===== src/rtl/aes_pkg.sv =====
// Shared AES key-schedule types, constants and GF(2^8) helpers.
package aes_pkg;

    typedef enum logic {ST_IDLE, ST_RUN} state_t;

    localparam logic [1:0] KEY_LEN_128 = 2'b00;
    localparam logic [1:0] KEY_LEN_192 = 2'b01;
    localparam logic [1:0] KEY_LEN_256 = 2'b10;

    // Forward S-box, entry 0 in the most significant byte.
    localparam logic [2047:0] SBOX_TBL = {
        128'h637c777bf26b6fc53001672bfed7ab76,
        128'hca82c97dfa5947f0add4a2af9ca472c0,
        128'hb7fd9326363ff7cc34a5e5f171d83115,
        128'h04c723c31896059a071280e2eb27b275,
        128'h09832c1a1b6e5aa0523bd6b329e32f84,
        128'h53d100ed20fcb15b6acbbe394a4c58cf,
        128'hd0efaafb434d338545f9027f503c9fa8,
        128'h51a3408f929d38f5bcb6da2110fff3d2,
        128'hcd0c13ec5f974417c4a77e3d645d1973,
        128'h60814fdc222a908846eeb814de5e0bdb,
        128'he0323a0a4906245cc2d3ac629195e479,
        128'he7c8376d8dd54ea96c56f4ea657aae08,
        128'hba78252e1ca6b4c6e8dd741f4bbd8b8a,
        128'h703eb5664803f60e613557b986c11d9e,
        128'he1f8981169d98e949b1e87e9ce5528df,
        128'h8ca1890dbfe6426841992d0fb054bb16
    };

    function automatic logic [7:0] sbox(input logic [7:0] x);
        return SBOX_TBL[11'd2047 - {x, 3'b000} -: 8];
    endfunction

    function automatic logic [7:0] xtime(input logic [7:0] b);
        return {b[6:0], 1'b0} ^ (b[7] ? 8'h1b : 8'h00);
    endfunction

    function automatic logic [3:0] nk_of(input logic [1:0] kl);
        case (kl)
            KEY_LEN_192: return 4'd6;
            KEY_LEN_256: return 4'd8;
            default:     return 4'd4;
        endcase
    endfunction

    function automatic logic [3:0] nr_of(input logic [1:0] kl);
        case (kl)
            KEY_LEN_192: return 4'd12;
            KEY_LEN_256: return 4'd14;
            default:     return 4'd10;
        endcase
    endfunction

endpackage


===== src/rtl/aes_sub_word.sv =====
// SubWord: four parallel combinational S-box lanes.
module aes_sub_word
    import aes_pkg::*;
(
    input  logic [31:0] i_word,
    output logic [31:0] o_word
);

    assign o_word = {sbox(i_word[31:24]), sbox(i_word[23:16]),
                     sbox(i_word[15:8]),  sbox(i_word[7:0])};

endmodule


===== src/rtl/aes_key_sched_seq.sv =====
// Sequential AES-128/192/256 key schedule: one word per cycle,
// round keys streamed out on a valid/ready interface.
module aes_key_sched_seq
    import aes_pkg::*;
#(
    parameter bit SUPPORT_192 = 1'b1,
    parameter bit SUPPORT_256 = 1'b1
) (
    input  logic         clk,
    input  logic         rst_n,
    input  logic         start,
    output logic         start_ready,
    input  logic [1:0]   key_len,
    input  logic [255:0] key,
    output logic         cfg_err,
    output logic         busy,
    output logic         rk_valid,
    input  logic         rk_ready,
    output logic [127:0] rk_data,
    output logic [3:0]   rk_index,
    output logic         rk_last
);

    state_t         r_state;
    logic [255:0]   r_key;
    logic [2:0]     r_nkm1;
    logic [3:0]     r_nr;
    logic [5:0]     r_w;
    logic [2:0]     r_j;
    logic [7:0]     r_rcon;
    logic [31:0]    r_win [8];
    logic [31:0]    r_buf [3];
    logic           r_start_ready;
    logic           r_busy;
    logic           r_cfg_err;
    logic           r_rk_valid;
    logic [127:0]   r_rk_data;
    logic [3:0]     r_rk_index;
    logic           r_rk_last;

    logic           w_illegal;
    logic           w_accept;
    logic           w_adv;
    logic           w_key_phase;
    logic           w_hs;
    logic           w_load;
    logic [5:0]     w_total;
    logic [31:0]    w_prev_nk;
    logic [31:0]    w_sub_in;
    logic [31:0]    w_sub_out;
    logic [31:0]    w_word;

    always_comb begin
        w_illegal   = (key_len == 2'b11)
                    || (key_len == KEY_LEN_192 && !SUPPORT_192)
                    || (key_len == KEY_LEN_256 && !SUPPORT_256);
        w_accept    = (r_state == ST_IDLE) && start && !w_illegal;
        w_total     = {r_nr + 4'd1, 2'b00};
        w_adv       = (r_state == ST_RUN) && (r_w < w_total)
                    && !(r_rk_valid && !rk_ready);
        w_key_phase = (r_w <= {3'b000, r_nkm1});
        w_hs        = r_rk_valid && rk_ready;
        w_load      = w_adv && (r_w[1:0] == 2'd3);
        w_prev_nk   = r_win[r_nkm1];
        w_sub_in    = (r_j == 3'd0) ? {r_win[0][23:0], r_win[0][31:24]}
                                    : r_win[0];
    end

    aes_sub_word u_sub_word (
        .i_word (w_sub_in),
        .o_word (w_sub_out)
    );

    // Key words come from the top of the shifting key register.
    always_comb begin
        w_word = w_prev_nk ^ r_win[0];
        if (w_key_phase)
            w_word = r_key[255:224];
        else if (r_j == 3'd0)
            w_word = w_prev_nk ^ w_sub_out ^ {r_rcon, 24'h0};
        else if (r_nkm1 == 3'd7 && r_j == 3'd4)
            w_word = w_prev_nk ^ w_sub_out;
    end

    always_ff @(posedge clk or negedge rst_n) begin
        if (!rst_n) begin
            r_state       <= ST_IDLE;
            r_key         <= '0;
            r_nkm1        <= '0;
            r_nr          <= '0;
            r_w           <= '0;
            r_j           <= '0;
            r_rcon        <= '0;
            for (int i = 0; i < 8; i++) r_win[i] <= '0;
            for (int i = 0; i < 3; i++) r_buf[i] <= '0;
            r_start_ready <= 1'b1;
            r_busy        <= 1'b0;
            r_cfg_err     <= 1'b0;
            r_rk_valid    <= 1'b0;
            r_rk_data     <= '0;
            r_rk_index    <= '0;
            r_rk_last     <= 1'b0;
        end else begin
            r_cfg_err <= (r_state == ST_IDLE) && start && w_illegal;

            case (r_state)
                ST_IDLE: begin
                    if (w_accept) begin
                        r_state       <= ST_RUN;
                        r_busy        <= 1'b1;
                        r_start_ready <= 1'b0;
                        r_key         <= key;
                        r_nkm1        <= 3'(nk_of(key_len) - 4'd1);
                        r_nr          <= nr_of(key_len);
                        r_w           <= '0;
                        r_j           <= '0;
                        r_rcon        <= 8'h01;
                    end
                end
                default: begin
                    if (w_hs && r_rk_last) begin
                        r_state       <= ST_IDLE;
                        r_busy        <= 1'b0;
                        r_start_ready <= 1'b1;
                    end
                end
            endcase

            if (w_adv) begin
                for (int i = 7; i > 0; i--) r_win[i] <= r_win[i-1];
                r_win[0] <= w_word;
                r_key    <= {r_key[223:0], 32'h0};
                r_w      <= r_w + 6'd1;
                r_j      <= (r_j == r_nkm1) ? 3'd0 : r_j + 3'd1;
                if (!w_key_phase && r_j == 3'd0)
                    r_rcon <= xtime(r_rcon);
                case (r_w[1:0])
                    2'd0:    r_buf[0] <= w_word;
                    2'd1:    r_buf[1] <= w_word;
                    2'd2:    r_buf[2] <= w_word;
                    default: ;
                endcase
            end

            // A fresh round key overrides the clear from a handshake.
            if (w_load) begin
                r_rk_valid <= 1'b1;
                r_rk_data  <= {r_buf[0], r_buf[1], r_buf[2], w_word};
                r_rk_index <= r_w[5:2];
                r_rk_last  <= (r_w[5:2] == r_nr);
            end else if (w_hs) begin
                r_rk_valid <= 1'b0;
                r_rk_last  <= 1'b0;
            end
        end
    end

    assign start_ready = r_start_ready;
    assign busy        = r_busy;
    assign cfg_err     = r_cfg_err;
    assign rk_valid    = r_rk_valid;
    assign rk_data     = r_rk_data;
    assign rk_index    = r_rk_index;
    assign rk_last     = r_rk_last;

endmodule


===== config.mk =====
export PLATFORM = sky130hd
export DESIGN_NAME = aes_key_sched_seq
export DESIGN_NICKNAME = d
export VERILOG_FILES = /design/src/rtl/aes_pkg.sv /design/src/rtl/aes_sub_word.sv /design/src/rtl/aes_key_sched_seq.sv
export SDC_FILE = /design/constraint.sdc
export NUM_CORES = 2
export LEC_CHECK = 0
export ABC_AREA = 1
export CAP_MARGIN = 30
export CORE_MARGIN = 2
export CORE_UTILIZATION = 40
export CTS_BUF_LIST = sky130_fd_sc_hd__clkbuf_4 sky130_fd_sc_hd__clkbuf_8 sky130_fd_sc_hd__clkbuf_16
export DETAILED_ROUTE_END_ITERATION = 8
export SLEW_MARGIN = 25
export SYNTH_ARGS = -nofsm -noshare
export SYNTH_HDL_FRONTEND = slang
export SYNTH_SLANG_ARGS = --single-unit

===== constraint.sdc =====
create_clock -name clk -period 3.12 [get_ports clk]
set_clock_uncertainty 0.2 [all_clocks]
set_input_delay 0.312 -clock clk [delete_from_list [all_inputs] [get_ports clk]]
set_output_delay 0.312 -clock clk [all_outputs]
set_load 0.1 [all_outputs]

After elaboration in Yosys (flattened, before gate mapping)
Cells that the tools add are included.

$add $sub $neg: 8. Eq/ne operators: 12. Reduce and logical (&&, ||, !) cells: 26. Multiplexer cells: 38. Magnitude comparators: 3. Bitwise operators: 6. Shift operators: 4.

Operators by type and width (number): $shiftx A2055 B12 Y8 const A (4); $mux W256 (3); $mux W32 (6); $bmux W32 S3 (1); $xor A32 B32 Y32 (3); $sub A11 B11 Y11 const A (4); $mux W8 (4); $mux W3 (6); $mux W6 (3); $mux W1 (12); $pmux W3 S2 (2); $reduce_and A2 Y1 (6); $logic_and A1 B1 Y1 (11); $eq A2 B2 Y1 const B (4); $xor A8 B5 Y8 (1); $add A6 B1 Y6 const B (1); $eq A3 B3 Y1 const B (2); $le A6 B3 Y1 (1); $lt A6 B6 Y1 (1); $reduce_bool A2 Y1 (3); $mux W5 (1); $add A4 B1 Y4 const B (1); $eq A2 B1 Y1 const B (2); $eq A4 B4 Y1 (1); 10 further kinds (14).

Register bits after elaboration: 770. Logic and storage cells: 122. Input port bits: 262.

Longest topological paths before layout
Depth in word-level cells: 8. Gate-level depth with buffers: 27.

By module
A second synthesis with hierarchy kept.

Cell total of the unflattened synthesis: 6917. Area, all modules: 46415.8 µm².

By module, submodules not included: aes_key_sched_seq (instances 1, sequential area each 19169.6 µm², area an instance 34978.5 µm², cells an instance 4429); aes_sub_word (instances 1, sequential area each 0.0 µm², area an instance 11437.2 µm², cells an instance 2488).

Worst setup path after synthesis
No wires, ideal clock.

Path type: flip-flop to flip-flop. Start point: reg, netlist name r_nkm1[1]. End point: reg r_key[77]. Clock period less this slack: 3462 ps. Stages on the path, launching flop included: 16. Path buffers: 6. Setup slack: -342 ps. Data arrival time: 3193 ps. Setup time: 69 ps. Cells stage by stage: dfrtp_1 -> inv_1 -> clkbuf_1 -> clkbuf_1 -> buf_1 -> ha_1 -> a21oi_1 -> or2_2 -> nand3_1 -> inv_1 -> nor2_1 -> clkbuf_1 -> clkbuf_1 -> buf_1 -> nand2_1 -> nand3_1.

RTL lines: to (signal assigned) (RTL line aes_key_sched_seq.sv:112) `r_key <= key;`; to (signal assigned) (RTL line aes_key_sched_seq.sv:132) `r_key <= {r_key[223:0], 32'h0};`; to (decl) (RTL line aes_key_sched_seq.sv:25) `logic [255:0] r_key;`.

Worst setup path after layout
Start point: reg r_j[0]. End point: reg r_buf[17] (netlist name).

Longest elaborated chain between the ends: 8. Elaborated cells between the ends (all ways): 11. Those cells by class: add/sub: 1; eq/ne: 1; shift: 1; mux: 4; bitwise: 2; reduce/logical: 2.

RTL lines: from (decl) (RTL line aes_key_sched_seq.sv:29) `logic [2:0] r_j;`; from (signal assigned) (RTL line aes_key_sched_seq.sv:134) `r_j <= (r_j == r_nkm1) ? 3'd0 : r_j + 3'd1;`; $logic_not A3 Y1 (RTL line aes_key_sched_seq.sv:65, aes_key_sched_seq.sv:79); $mux W32 (RTL line aes_key_sched_seq.sv:65) `w_sub_in = (r_j == 3'd0) ? {r_win[0][23:0], r_win[0][31:24]}`; $sub A11 B11 Y11 (RTL line aes_pkg.sv:31) `return SBOX_TBL[11'd2047 - {x, 3'b000} -: 8];`; $shiftx A2055 B12 Y8 (RTL line aes_pkg.sv:31); $xor A32 B32 Y32 (RTL line aes_key_sched_seq.sv:80, aes_key_sched_seq.sv:82); $mux W32 or $xor A32 B32 Y32 (tied branches) (RTL line aes_key_sched_seq.sv:81, aes_key_sched_seq.sv:80); $mux W32 (*) (RTL line aes_key_sched_seq.sv:79) `else if (r_j == 3'd0)`; $mux W32 (*) (RTL line aes_key_sched_seq.sv:77) `if (w_key_phase)`; to (decl) (RTL line aes_key_sched_seq.sv:32) `logic [31:0] r_buf [3];`.

Every way passes the cells marked *; elsewhere a longest branch is shown, timed or not. A chain may end at the register's enable or synchronous reset.

==> run metrics <==
outcome complete, but fails checks; failing checks negative setup slack; CP startpoint kind flop; CTS max path bufs 3; count leader, synth nand2_1; cells along the critical path inv_2 -> ha_4 -> nand2_8 -> buf_12 -> buf_12 -> buf_12 -> o21ai_4 -> buf_6 -> ha_4 -> nand2_4 -> nand2_1 -> inv_1 -> nand2_1 -> nand3_1 -> nand3_1 -> nand3_1 -> nand3_2 -> nand3_4 -> nand3_1 -> nand3_2 -> nand2_2 -> buf_12 -> nand2_1 -> nand2_1; Chip Width 342 µm; core area 114,000 µm²; top post-synthesis cells by count nand2_1, nand3_1, dfrtp_1, o21ai_0, inv_1; Initial Util 40.1%; min cycle time layout 3.53 ns; layout cells sized above 1 26.9%; Clock Latency Late Sink 0.71 ns; Max transition margin 46.0%; Hold Path Class input pin to flop; share of async-settable or async-resettable flops after synthesis 100%; flops & latches, synth 766; Cell Count, Final, Fillers Out 9,552; drc violations 0; critical path fanouts, max 6; critical path's largest stage delay 0.39 ns; Layout Nets 8,277; HPWL after DPL 161,000 µm; Iter 0 DRT Violations 5,436; Slowest cell on crit path dfrtp_1; Post-synth EDFFs 0; CTS H-Tree Depth 3; vias 53,200; CTS sink cnt 766; maxcap violations 0; routed len/inst 23.2 µm; # rows 124; Layout area overhead 48.7%; Fmax 0.283 GHz; vias in the first global route 51,400; Synth top area share 41.9%; Worst Path Required 3.52 ns; Chip Height 342 µm; Final ANT Viol Nets 0; Cell variety after synth 44; placed cell count 9,145; Slew @ Worst Pin 0.807 ns; Vias/cell 5.57; root buffer cell clkbuf_16; Final period util 113%; GRT Residual Overflow 0; WS Path Type flop to flop; pin count of the biggest net entering global routing 156; Multi-input gate area 26,700 µm²; first-pass GRT wire length 326,000 µm; Overall Global Routing Usage 36.7%; initial antenna violation count 11; worst setup margin -0.411 ns; syn nets 7,032; Hold Violations, Final 0; Die ar. 117,000 µm²; clock-pin slew on the worst setup and hold paths 0.06 ns; cell taking the most area after synthesis dfrtp_1; Fill cells 10,600; Setup crit end kind flop; Seq/Total Area, Yosys 41.9%; final weighted congestion in routability-driven placement 1.01; Slew Limit Fails 0; CP Data Arrival Time 3.93 ns; synthesis warning total 0; Post-Route WL 222,000 µm; Mapped Area 45,700 µm²; CTS tree done; drt pass-1 iters 7; RSZ-0062 raised after global routing true; IO Pins 399; sequential cell area 19,200 µm²; port bufs 398; top post-synthesis cells by area dfrtp_1, nand2_1, nand3_1, o21ai_0, inv_1; Post-Syn Instances 6,724; CTS Buf Count 85; mean area per synthesized cell 6.80 µm²; Synth Flop Type dfrtp_1; final setup fails 160
[state kept, by name, summed over array words and instances, names as in the netlist, 2 cells and up]
register and cells:
r_w 6, r_j 3, r_rcon 8, rk_index 4
r_key 256, r_win 256, r_buf 96, rk_data 128
r_nkm1 2
[worst paths after layout]
path / startpoint / endpoint / slack, ns / depth (start not counted)
worst max-delay path: r_j[0] / r_buf[17] / -0.41 / 24
worst min register to register: r_buf[17] / rk_data[49] / 0.25 / 2
max in group asynchronous: rst_n / rk_data[83] / 1.88 / 4
worst min-delay path: key[30] / r_key[30] / 0.02 / 3
min in group asynchronous: rst_n / r_key[212] / 0.14 / 3
worst max register to register: r_j[0] / r_buf[17] / -0.41 / 24
[placed cells by master (no fill, tap or decap), types with 35 or more instances in the layout]
master and n:
nand3_4 46, buf_6 91, nand2_4 69, o21ai_0 453, nor2_2 35, clkdlybuf4s50_1 260, nand2_1 2442, dfrtp_1 763
inv_1 368, buf_12 157, clkbuf_16 92, nand3_2 270, dlygate4sd3_1 116, buf_4 945, nand2_2 200, nand3_1 1072
o211ai_1 62, nor2_1 70, a21oi_1 160, inv_2 38
[cell families after synthesis]
logic type      after synthesis  synth area share [%]
compound gates              786                  9.47
buf+inv                     858                  7.85
flops                       766                  41.9
fa+ha+maj                    46                  1.26
xor+xnor                     14                 0.268
simple gates               4254                  39.2
[routing by layer]
metal	wire, µm	global-route usage, %
met3	17100	6.39
met1	89500	48.1
met5	130	0
met2	102000	59.0
met4	12700	17.2
[layout make-up]
| cell class | instances | share of cell area [%] |
|---|---|---|
| inverter | 422 | 2.40 |
| sequential | 766 | 28.2 |
| multi-input combinational | 5100 | 39.3 |
| timing repair buffer | 1594 | 22.8 |
| tap | 1512 | 2.78 |
| antenna | 2 | 0.00736 |
| clock inverter | 37 | 0.804 |
| clock buffer | 119 | 3.67 |
[stage by stage]
| stage | setup slack [ns] | util (%) | setup TNS, ns | cell area [µm²] | hold WS, ns |
|---|---|---|---|---|---|
| floorplan | 0.0180 | - | 0 | 45900 | -0.184 |
| global placement | -0.831 | 51.2 | -94.23 | 58300 | 0.0475 |
| detailed placement | -0.846 | 51.2 | -95.45 | 58300 | 0.0453 |
| CTS | -0.361 | 56.9 | -39.78 | 64800 | 0.00101 |
| global route | -0.544 | 59.7 | -66.92 | 68000 | 0.0100 |
| finish | -0.411 | 59.7 | -44.58 | 68000 | 0.0155 |
[what timing repair did]
action | in CTS | in global routing
buffers inserted | 50 | 71
endpoints found under the setup margin | 160 | 166
gates cloned | 8 | 8
hold endpoints to repair | 752 | 0
resized for setup | 410 | 585
pin swaps | 63 | 162
hold buffers | 117 | 0
[worst max-delay path: cells and delay by family (launching register included)]
kind,cells,cell delay [ns]
simple gates,14,1.34
buf+inv,7,0.91
flops,1,0.39
fa+ha+maj,2,0.35
compound gates,1,0.28
Power is not shown: default switching activity piles up to over one toggle a cycle in this logic, so the estimate is an artifact.
